[src/rtl/lcd_pkg.sv]
// lcd_pkg: shared types and constants for the ST7735 PMOD LCD SPI path.
// State encoding, bus idle levels, default timing and opcodes used by the sequencers.
package lcd_pkg;

  // Byte transmitter FSM states
  typedef enum logic [2:0] {
    ST_IDLE  = 3'd0,
    ST_SETUP = 3'd1,
    ST_LOW   = 3'd2,
    ST_HIGH  = 3'd3,
    ST_GAP   = 3'd4
  } lcd_state_e;

  // Bus idle levels (SPI mode 3: clock idles high, chip select inactive high)
  localparam logic SCL_IDLE = 1'b1;
  localparam logic CS_IDLE  = 1'b1;

  // Default timing
  localparam int DEF_CLK_DIV = 1;
  localparam int DEF_CS_GAP  = 2;

  // ST7735 opcodes
  localparam logic [7:0] OP_NOP     = 8'h00;
  localparam logic [7:0] OP_SWRESET = 8'h01;
  localparam logic [7:0] OP_FRMCTR1 = 8'hB1;

  // Phase counter width: must hold the larger of the two reload values
  function automatic int timer_width(input int clk_div, input int cs_gap);
    int m;
    m = (clk_div > cs_gap) ? clk_div : cs_gap;
    return $clog2(m + 1);
  endfunction

endpackage

[src/rtl/lcd_spi_phase_timer.sv]
// lcd_spi_phase_timer: loadable down-counter. phase_done is high in the last cycle
// of a phase (count at zero while enabled); the FSM reloads it on every phase change.
module lcd_spi_phase_timer #(
  parameter int W = 1
) (
  input  logic         clk,
  input  logic         rst_n,
  input  logic         enable,
  input  logic         load,
  input  logic [W-1:0] load_val,
  output logic         phase_done
);

  logic [W-1:0] count_reg;

  // Reload on request, otherwise count down to zero and hold there
  always_ff @(posedge clk or negedge rst_n) begin
    if (!rst_n) begin
      count_reg <= '0;
    end else if (load) begin
      count_reg <= load_val;
    end else if (enable && (count_reg != '0)) begin
      count_reg <= count_reg - 1'b1;
    end
  end

  assign phase_done = enable && (count_reg == '0);

endmodule

[src/rtl/lcd_spi_byte_tx.sv]
// lcd_spi_byte_tx: SPI mode 3 byte transmitter for the ST7735 LCD (MSB first).
// Optional feature macro LCD_SPI_CS_BURST_EN: back-to-back bytes keep CS low,
// accepting the next byte in the last cycle of bit0 HIGH.
module lcd_spi_byte_tx
  import lcd_pkg::*;
#(
  parameter int CLK_DIV = DEF_CLK_DIV,
  parameter int CS_GAP  = DEF_CS_GAP
) (
  input  logic       CLK,
  input  logic       RST_N,
  input  logic [7:0] TX_DATA,
  input  logic       TX_DC,
  input  logic       TX_VALID,
  output logic       TX_READY,
  output logic       BUSY,
  output logic       SCL,
  output logic       MOSI,
  output logic       DC,
  output logic       CS
);

  if (CLK_DIV < 1) begin : g_bad_clk_div
    $error("lcd_spi_byte_tx: CLK_DIV must be >= 1");
  end
  if (CS_GAP < 1) begin : g_bad_cs_gap
    $error("lcd_spi_byte_tx: CS_GAP must be >= 1");
  end

  localparam int           TW       = timer_width(CLK_DIV, CS_GAP);
  localparam logic [TW-1:0] DIV_LOAD = TW'(CLK_DIV - 1);
  localparam logic [TW-1:0] GAP_LOAD = TW'(CS_GAP - 1);

  lcd_state_e  state_reg;
  logic [7:0]  shift_reg;     // MSB is the bit currently on MOSI
  logic [2:0]  bit_cnt_reg;   // 7 down to 0
  logic        scl_reg;
  logic        dc_reg;
  logic        cs_reg;
  logic        ready_reg;
  logic        busy_reg;

  logic        phase_done;
  logic        timer_enable;
  logic        timer_load;
  logic [TW-1:0] timer_val;
  logic        last_bit_end;
  logic        idle_take;
  logic        burst_take;

  assign last_bit_end = (state_reg == ST_HIGH) && (bit_cnt_reg == 3'd0) && phase_done;
  assign idle_take    = TX_VALID && ready_reg;   // ready_reg is only set in IDLE

`ifdef LCD_SPI_CS_BURST_EN
  assign TX_READY   = ready_reg | last_bit_end;
  assign burst_take = last_bit_end && TX_VALID;
`else
  assign TX_READY   = ready_reg;
  assign burst_take = 1'b0;
`endif

  assign BUSY = busy_reg;
  assign SCL  = scl_reg;
  assign MOSI = shift_reg[7];
  assign DC   = dc_reg;
  assign CS   = cs_reg;

  assign timer_enable = (state_reg != ST_IDLE);

  // Reload the phase timer on every phase change; only GAP uses the CS_GAP length
  always_comb begin
    timer_load = 1'b0;
    timer_val  = DIV_LOAD;
    if (idle_take || burst_take) begin
      timer_load = 1'b1;
    end else if (phase_done) begin
      case (state_reg)
        ST_SETUP, ST_LOW: timer_load = 1'b1;
        ST_HIGH: begin
          timer_load = 1'b1;
          if (bit_cnt_reg == 3'd0) timer_val = GAP_LOAD;
        end
        default: timer_load = 1'b0;
      endcase
    end
  end

  lcd_spi_phase_timer #(.W(TW)) u_timer (
    .clk        (CLK),
    .rst_n      (RST_N),
    .enable     (timer_enable),
    .load       (timer_load),
    .load_val   (timer_val),
    .phase_done (phase_done)
  );

  // Byte FSM with registered bus outputs
  always_ff @(posedge CLK or negedge RST_N) begin
    if (!RST_N) begin
      state_reg   <= ST_IDLE;
      shift_reg   <= 8'h00;
      bit_cnt_reg <= 3'd0;
      scl_reg     <= SCL_IDLE;
      dc_reg      <= 1'b1;
      cs_reg      <= CS_IDLE;
      ready_reg   <= 1'b1;
      busy_reg    <= 1'b0;
    end else begin
      case (state_reg)
        ST_IDLE: begin
          if (idle_take) begin
            state_reg   <= ST_SETUP;
            shift_reg   <= TX_DATA;
            dc_reg      <= TX_DC;
            bit_cnt_reg <= 3'd7;
            cs_reg      <= 1'b0;
            scl_reg     <= SCL_IDLE;
            ready_reg   <= 1'b0;
            busy_reg    <= 1'b1;
          end
        end
        ST_SETUP: begin
          if (phase_done) begin
            state_reg <= ST_LOW;
            scl_reg   <= 1'b0;
          end
        end
        ST_LOW: begin
          if (phase_done) begin
            state_reg <= ST_HIGH;
            scl_reg   <= 1'b1;
          end
        end
        ST_HIGH: begin
          if (phase_done) begin
            if (bit_cnt_reg != 3'd0) begin
              bit_cnt_reg <= bit_cnt_reg - 3'd1;
              shift_reg   <= {shift_reg[6:0], 1'b0};
              scl_reg     <= 1'b0;
              state_reg   <= ST_LOW;
            end else if (burst_take) begin
              // Chain the next byte straight into its bit7 LOW phase, CS stays low
              shift_reg   <= TX_DATA;
              dc_reg      <= TX_DC;
              bit_cnt_reg <= 3'd7;
              scl_reg     <= 1'b0;
              state_reg   <= ST_LOW;
            end else begin
              cs_reg    <= CS_IDLE;
              state_reg <= ST_GAP;
            end
          end
        end
        ST_GAP: begin
          if (phase_done) begin
            state_reg <= ST_IDLE;
            ready_reg <= 1'b1;
            busy_reg  <= 1'b0;
          end
        end
        default: state_reg <= ST_IDLE;
      endcase
    end
  end

endmodule

[config.mk]
export PLATFORM = sky130hd
export DESIGN_NAME = lcd_spi_byte_tx
export DESIGN_NICKNAME = d
export VERILOG_FILES = /design/src/rtl/lcd_pkg.sv /design/src/rtl/lcd_spi_phase_timer.sv /design/src/rtl/lcd_spi_byte_tx.sv
export SDC_FILE = /design/constraint.sdc
export NUM_CORES = 1
export LEC_CHECK = 0
export CAP_MARGIN = 20
export CORE_UTILIZATION = 56
export DETAILED_ROUTE_END_ITERATION = 8
export PLACE_DENSITY = 0.81
export SYNTH_ARGS = -nofsm -noshare
export SYNTH_HDL_FRONTEND = slang
export SYNTH_SLANG_ARGS = --single-unit
[constraint.sdc]
create_clock -name CLK -period 5.2 [get_ports CLK]
set_clock_uncertainty 0.15 [all_clocks]
set_input_delay 0.52 -clock CLK [delete_from_list [all_inputs] [get_ports CLK]]
set_output_delay 0.52 -clock CLK [all_outputs]
set_load 0.02 [all_outputs]
After elaboration in Yosys (flattened, before gate mapping)
Cells that the tools add are included.
{"block": "word_totals", "ff_bits": 21, "output_inout_bits": 6}
{"block": "classes", "add_sub_neg": 2, "n_eq_ne": 11, "n_mux": 36, "n_reduce_logical": 20}
{"operator": "$mux W3", "count": 9}
{"operator": "$mux W8", "count": 3}
{"operator": "$pmux W8 S2", "count": 1}
{"operator": "$pmux W3 S5", "count": 1}
{"operator": "$mux W1", "count": 13}
{"operator": "$ne A2 B2 Y1 const B", "count": 6}
{"operator": "$mux W2", "count": 4}
{"operator": "$reduce_and A4 Y1", "count": 2}
{"operator": "$reduce_bool A2 Y1", "count": 4}
{"operator": "$eq A3 B2 Y1 const B", "count": 2}
{"operator": "$logic_not A3 Y1", "count": 2}
{"operator": "$pmux W1 S2", "count": 3}
{"operator": "$pmux W3 S2", "count": 1}
{"operator": "$reduce_and A6 Y1", "count": 1}
{"operator": "$reduce_bool A3 Y1", "count": 2}
{"operator": "$reduce_and A5 Y1", "count": 1}
{"operator": "$pmux W1 S4", "count": 1}
{"operator": "$reduce_bool A4 Y1", "count": 1}
{"operator": "$eq A3 B1 Y1 const B", "count": 1}
{"operator": "$eq A3 B3 Y1 const B", "count": 1}
{"operator": "$logic_and A1 B1 Y1", "count": 3}
{"operator": "$reduce_and A3 Y1", "count": 1}
{"operator": "$reduce_or A3 Y1", "count": 1}
{"operator": "$sub A3 B1 Y3 const B", "count": 1}
{"operator": "4 further kinds", "count": 4}

Longest topological paths before layout
{"block": "logic_depth", "ltp_word": 6, "depth_mapped": 6}

Cells and area by module
A second synthesis with hierarchy kept.
{"block": "unflattened", "cells_unflattened": 102, "area_unflattened_um2": 1174.9}
{"module": "lcd_spi_byte_tx", "instances": 1, "cells_per_inst": 88, "area_each_um2": 1037.2, "seq_area_each_um2": 480.5}
{"module": "lcd_spi_phase_timer", "instances": 1, "cells_per_inst": 14, "area_each_um2": 137.6, "seq_area_each_um2": 50.0}

Worst setup path after synthesis
OpenSTA, ideal clock, no wires.
{"block": "synth_path", "kind": "reg-to-reg", "startpoint": "reg ready_reg (netlist: TX_READY)", "endpoint": "reg shift_reg[1]", "arrival_ns": 1.550, "required_ns": 4.925, "slack_ns": 3.375, "stages_incl_launch_ff": 6, "n_path_buf": 2, "path_cell_list": "dfstp_2 > and2_1 > clkbuf_1 > a32o_2 > buf_6 > mux2_4"}
{"block": "synth_between", "elab_chain_cells": 3}
{"element": "start: declaration", "line": "lcd_spi_byte_tx.sv:40", "text": "logic ready_reg;"}
{"element": "start signal: assignment", "line": "lcd_spi_byte_tx.sv:106", "text": "ready_reg <= 1'b1;"}
{"element": "start signal: assignment", "line": "lcd_spi_byte_tx.sv:118", "text": "ready_reg <= 1'b0;"}
{"element": "start signal: assignment", "line": "lcd_spi_byte_tx.sv:157", "text": "ready_reg <= 1'b1;"}
{"element": "$logic_and A1 B1 Y1", "line": "lcd_spi_byte_tx.sv:52", "text": "assign idle_take = TX_VALID && ready_reg;"}
{"element": "$ne A2 B2 Y1 (no source line)"}
{"element": "$reduce_and A4 Y1 (no source line)"}
{"element": "end signal: assignment", "line": "lcd_spi_byte_tx.sv:138", "text": "shift_reg <= {shift_reg[6:0], 1'b0};"}
{"element": "end: declaration", "line": "lcd_spi_byte_tx.sv:35", "text": "logic [7:0] shift_reg;"}
No other way between the ends.
A chain may end at the register's enable or synchronous reset.

Final worst setup path
{"block": "layout_path", "startpoint": "reg state_reg[0]", "endpoint": "reg bit_cnt_reg[1]"}
{"block": "layout_between", "elab_chain_cells": 4}
{"element": "start: declaration", "line": "lcd_spi_byte_tx.sv:34", "text": "lcd_state_e state_reg;"}
{"element": "start signal: assignment", "line": "lcd_spi_byte_tx.sv:100", "text": "state_reg <= ST_IDLE;"}
{"element": "start signal: assignment", "line": "lcd_spi_byte_tx.sv:112", "text": "state_reg <= ST_SETUP;"}
{"element": "start signal: assignment", "line": "lcd_spi_byte_tx.sv:124", "text": "state_reg <= ST_LOW;"}
{"element": "$reduce_bool A3 Y1", "line": "lcd_spi_byte_tx.sv:68", "text": "assign timer_enable = (state_reg != ST_IDLE);"}
{"element": "$logic_and A1 B1 Y1", "line": "lcd_spi_phase_timer.sv:27", "text": "assign phase_done = enable && (count_reg == '0);"}
{"element": "$ne A2 B2 Y1 (no source line)"}
{"element": "$reduce_and A4 Y1 (no source line)"}
{"element": "end signal: assignment", "line": "lcd_spi_byte_tx.sv:137", "text": "bit_cnt_reg <= bit_cnt_reg - 3'd1;"}
{"element": "end: declaration", "line": "lcd_spi_byte_tx.sv:36", "text": "logic [2:0] bit_cnt_reg;"}
Several ways; a longest one is shown, not always the timed one.

==> tab_implementation.tex <==
\begin{tabular}{lr}
\hline
Metric & Value \\
\hline
\multicolumn{2}{l}{\textbf{Route}} \\
\quad Total length of routed wires & 2090 µm \\
\quad First drt pass iteration count & 4 \\
\quad Via count of the routed design & 786 \\
\quad Antenna Nets Post-Route & 0 \\
\quad Starting DRC count in detailed routing & 14 \\
\quad Residual DRC & 0 \\
\quad Via count normalized by instance count & 5.61 \\
\quad Post-detailed-route wirelength per cell & around 15 µm \\
\multicolumn{2}{l}{\textbf{Cells and area}} \\
\quad Count of antenna diodes in the layout & 0 \\
\quad Area of combinational cells with multiple inputs & 552 µm² \\
\quad Max FFs per register & 8 \\
\quad Flip-flop and latch area & 531 µm² \\
\quad Area growth from synthesis to final layout & 15.4\% \\
\quad Final core utilization & 68.0\% \\
\quad Layout Nets & 129 \\
\quad Fraction of layout cells with a size suffix above 1 & roughly 25\% \\
\quad Count of filler cells inserted in the layout & 174 \\
\quad Post-route non-filler standard cell count & 140 \\
\multicolumn{2}{l}{\textbf{Hold path}} \\
\quad Hold wc startpoint & SCL \\
\quad Worst hold path class & reg2reg \\
\multicolumn{2}{l}{\textbf{Power}} \\
\quad Switch share & 20.0\% \\
\quad Switching power of the nets & 0.0507 mW \\
\quad Highest ir drop seen on vdd & approximately 0.23 mV \\
\quad Power Dens Cells & 190 nW/µm² \\
\quad Proportion of power drawn by flip-flops and latches & 64.5\% \\
\quad Combinational power share & under 10\% \\
\quad Static leakage power & a little under 0.6 nW \\
\quad Internal & 0.203 mW \\
\quad Clock Power Share & 29.9\% \\
\multicolumn{2}{l}{\textbf{Timing}} \\
\quad Max-slew violation count & 0 \\
\quad Worst Tran Pin Value & 0.880 ns \\
\quad Setup total negative slack & 0 ns \\
\quad Number of endpoints failing setup at the final stage & 0 \\
\quad Highest Clock Rate & 449 MHz \\
\quad Setup repair after global routing missed its margin & no \\
\quad Endpoints failing hold & 0 \\
\quad Headroom to the max-slew limit & 41.2\% \\
\quad Min Tclk post-route & 2.23 ns \\
\quad Final worst-path cycle share & between 40\% and 50\% \\
\multicolumn{2}{l}{\textbf{Floorplanning}} \\
\quad Die Y & 47.5 µm \\
\quad Core region area & 1960 µm² \\
\quad Ports placed on the boundary & 18 \\
\quad Initial Util & 59.0\% \\
\quad Die width & 47.5 µm \\
\quad Area enclosed by the die boundary & 2250 µm² \\
\quad \# rows & 16 \\
\multicolumn{2}{l}{\textbf{Yosys}} \\
\quad Post-synth cell types & 35 \\
\quad Warnings from Yosys & 0 \\
\quad Post-synth ARST share & 100\% \\
\quad Netlist area before placement & 1160 µm² \\
\quad Fraction of the yosys area taken by sequential cells & 45.8\% \\
\quad Area share of the largest cell type after synthesis & approximately 37\% \\
\quad Leading area contributor after synthesis & sky130\_fd\_sc\_hd\_\_dfrtp\_1 \\
\quad Dominant cell by count in the synthesized netlist & sky130\_fd\_sc\_hd\_\_dfrtp\_1 \\
\quad Prevailing post-synth register cell & sky130\_fd\_sc\_hd\_\_dfrtp\_1 \\
\quad Synthesized instance count & 99 \\
\quad Cell types occupying the most area after synthesis & sky130\_fd\_sc\_hd\_\_dfrtp\_1 37\%, sky130\_fd\_sc\_hd\_\_dfstp\_2 9.1\%, sky130\_fd\_sc\_hd\_\_mux2\_4 9.1\%, sky130\_fd\_sc\_hd\_\_mux2\_2 8.8\%, sky130\_fd\_sc\_hd\_\_ha\_1 3.2\% \\
\quad Top post-synthesis cells by count & 17 x sky130\_fd\_sc\_hd\_\_dfrtp\_1, 9 x sky130\_fd\_sc\_hd\_\_mux2\_2, 7 x sky130\_fd\_sc\_hd\_\_mux2\_4, 7 x sky130\_fd\_sc\_hd\_\_nand2\_1, 6 x sky130\_fd\_sc\_hd\_\_inv\_1 \\
\quad Average cell area after synthesis & 11.7 µm² \\
\quad Number of nets produced by synthesis & 114 \\
\quad Number of enable flip-flop cells after synthesis & 0 \\
\quad Synthesis-stage register bit count & 21 \\
\multicolumn{2}{l}{\textbf{Clocking}} \\
\quad Root buffer selected by CTS & sky130\_fd\_sc\_hd\_\_clkbuf\_4 \\
\quad Total number of H-tree levels & 1 \\
\quad \# resized after CTS & 0 \\
\quad Longest Clk Path Bufs & 2 \\
\quad Number of hold buffers added after cts & 0 \\
\quad Clock tree from TritonCTS & built \\
\quad Setup Buffers After CTS & 0 \\
\quad Number of buffers created by CTS & 3 \\
\quad Worst skew pair latency & 0.30 ns \\
\quad Sinks on Clock Net & 21 \\
\quad Clock transition at the registers of the reported paths & 0.11 ns \\
\multicolumn{2}{l}{\textbf{Setup path}} \\
\quad Master of the slowest instance on the critical path & sky130\_fd\_sc\_hd\_\_nor3\_1 \\
\quad Startpoint kind of the worst setup timing path & flop \\
\quad CP Class & reg2reg \\
\quad Required time of the critical path & 5.24 ns \\
\quad First element of the critical path & state\_reg[0] \\
\quad Worst path bufs/invs & 0 \\
\quad Delay of the slowest critical-path stage & just over 0.6 ns \\
\quad Critical Path, Cell by Cell & nor3\_1 -> a32o\_2 -> mux2\_2 \\
\quad Category of the worst setup path capture point & flop \\
\quad Family with the most delay on the worst path & simple AND/OR/NAND/NOR gates \\
\quad Startpoint of the lowest-slack register-to-register path & state\_reg[0] \\
\quad Crit-path max FO & 11 \\
\quad Worst EP arrival & 2.27 ns \\
\multicolumn{2}{l}{\textbf{Placed design}} \\
\quad Last weighted congestion value of the routability-driven placer & between 0.7 and 0.8 \\
\quad Dpl hpwl & 1510 µm \\
\quad Number of placed instances, taps included & between 100 and 150 \\
\quad PortBufs & 17 \\
\multicolumn{2}{l}{\textbf{Run status}} \\
\quad Result of the run & finished clean \\
\multicolumn{2}{l}{\textbf{Global routing}} \\
\quad Number of antenna violations at the first check in global routing & 0 \\
\quad Total global-route track usage & approximately 22\% \\
\quad First-pass GRT wire length & about 3400 µm \\
\quad Sum of overflow across all layers after global routing & 0 \\
\quad Vias in the first global route & 749 \\
\quad Largest net degree at the start of global routing & 22 \\
\multicolumn{2}{l}{\textbf{Run}} \\
\quad Reported max-cap violation count & 0 \\
\hline
\end{tabular}
## logic make-up after synthesis
logic type               synth area share (%)
AND/OR/NAND/NOR                          13.5
flip-flops                               45.8
multiplexers                             17.8
AO/OA/AOI/OAI                            13.1
adder cells (fa/ha/maj)                  3.24
buffers and inverters                    6.49
## worst register-to-register path: stages (launching register included)
cell and delay, ns:
sky130_fd_sc_hd__dfrtp_1 0.51, sky130_fd_sc_hd__nor3_1 0.61, sky130_fd_sc_hd__a32o_2 0.47, sky130_fd_sc_hd__mux2_2 0.38
## cell usage in the layout, fill, tap and decap left out, types with 2 or more instances in the layout
cell type	instances
sky130_fd_sc_hd__dfrtp_1	17
sky130_fd_sc_hd__clkdlybuf4s50_1	17
sky130_fd_sc_hd__mux2_2	9
sky130_fd_sc_hd__mux2_4	7
sky130_fd_sc_hd__nand2_1	7
sky130_fd_sc_hd__inv_1	6
sky130_fd_sc_hd__dfstp_2	4
sky130_fd_sc_hd__o21ai_0	4
sky130_fd_sc_hd__a21oi_1	4
sky130_fd_sc_hd__a211oi_1	3
sky130_fd_sc_hd__nand4_1	3
sky130_fd_sc_hd__ha_1	3
sky130_fd_sc_hd__clkbuf_4	3
sky130_fd_sc_hd__and2_1	2
sky130_fd_sc_hd__nor3_1	2
sky130_fd_sc_hd__or3_2	2
sky130_fd_sc_hd__nand3b_1	2
## final timing paths
| kind | depth (start not counted) | endpoint | slack, ns |
|---|---|---|---|
| min reg2reg | 2 | SCL | 0.34 |
| max | 3 | bit_cnt_reg[1] | 2.97 |
| min in group asynchronous | 1 | state_reg[0] | 0.56 |
| max in group asynchronous | 1 | state_reg[2] | 3.80 |
| max reg2reg | 3 | bit_cnt_reg[1] | 2.97 |
| min | 2 | SCL | 0.34 |
## routing by layer
metal	GRT usage [%]	vias to the layer above	wire [µm]
met5	0	-	0
met4	8.00	0	21
met3	6.79	2	68
met2	34.8	12	1010
met1	29.2	385	983
li1	-	387	-
## power groups by stage
stage                     clock [mW]  combinational, mW  sequential, mW
after floorplan                    0            0.00278           0.166
after CTS                     0.0779             0.0145           0.163
after detailed placement           0             0.0145           0.166
final                         0.0757             0.0142           0.163
after global placement             0             0.0143           0.166
after global routing          0.0852             0.0159           0.163
## layout make-up
type | count | area share, %
Inverter | 6 | 1.69
Clock buffer | 4 | 1.97
Multi-Input combinational cell | 65 | 41.3
Timing Repair Buffer | 17 | 12.7
Tap cell | 27 | 2.53
Sequential cell | 21 | 39.7
## through the flow
stage | hold slack, ns | setup slack (ns) | power, mW | cell area (µm²)
6_report | 0.343 | 2.97 | 0.253 | 1340
5_1_grt | 0.376 | 2.84 | 0.265 | 1340
4_1_cts | 0.348 | 2.99 | 0.256 | 1340
3_5_place_dp | 0.331 | 2.79 | 0.181 | 1310
3_3_place_gp | 0.310 | 2.88 | 0.181 | 1310
2_1_floorplan | 0.0744 | 3.38 | 0.169 | 1160
(Power assumes the default switching activity.)
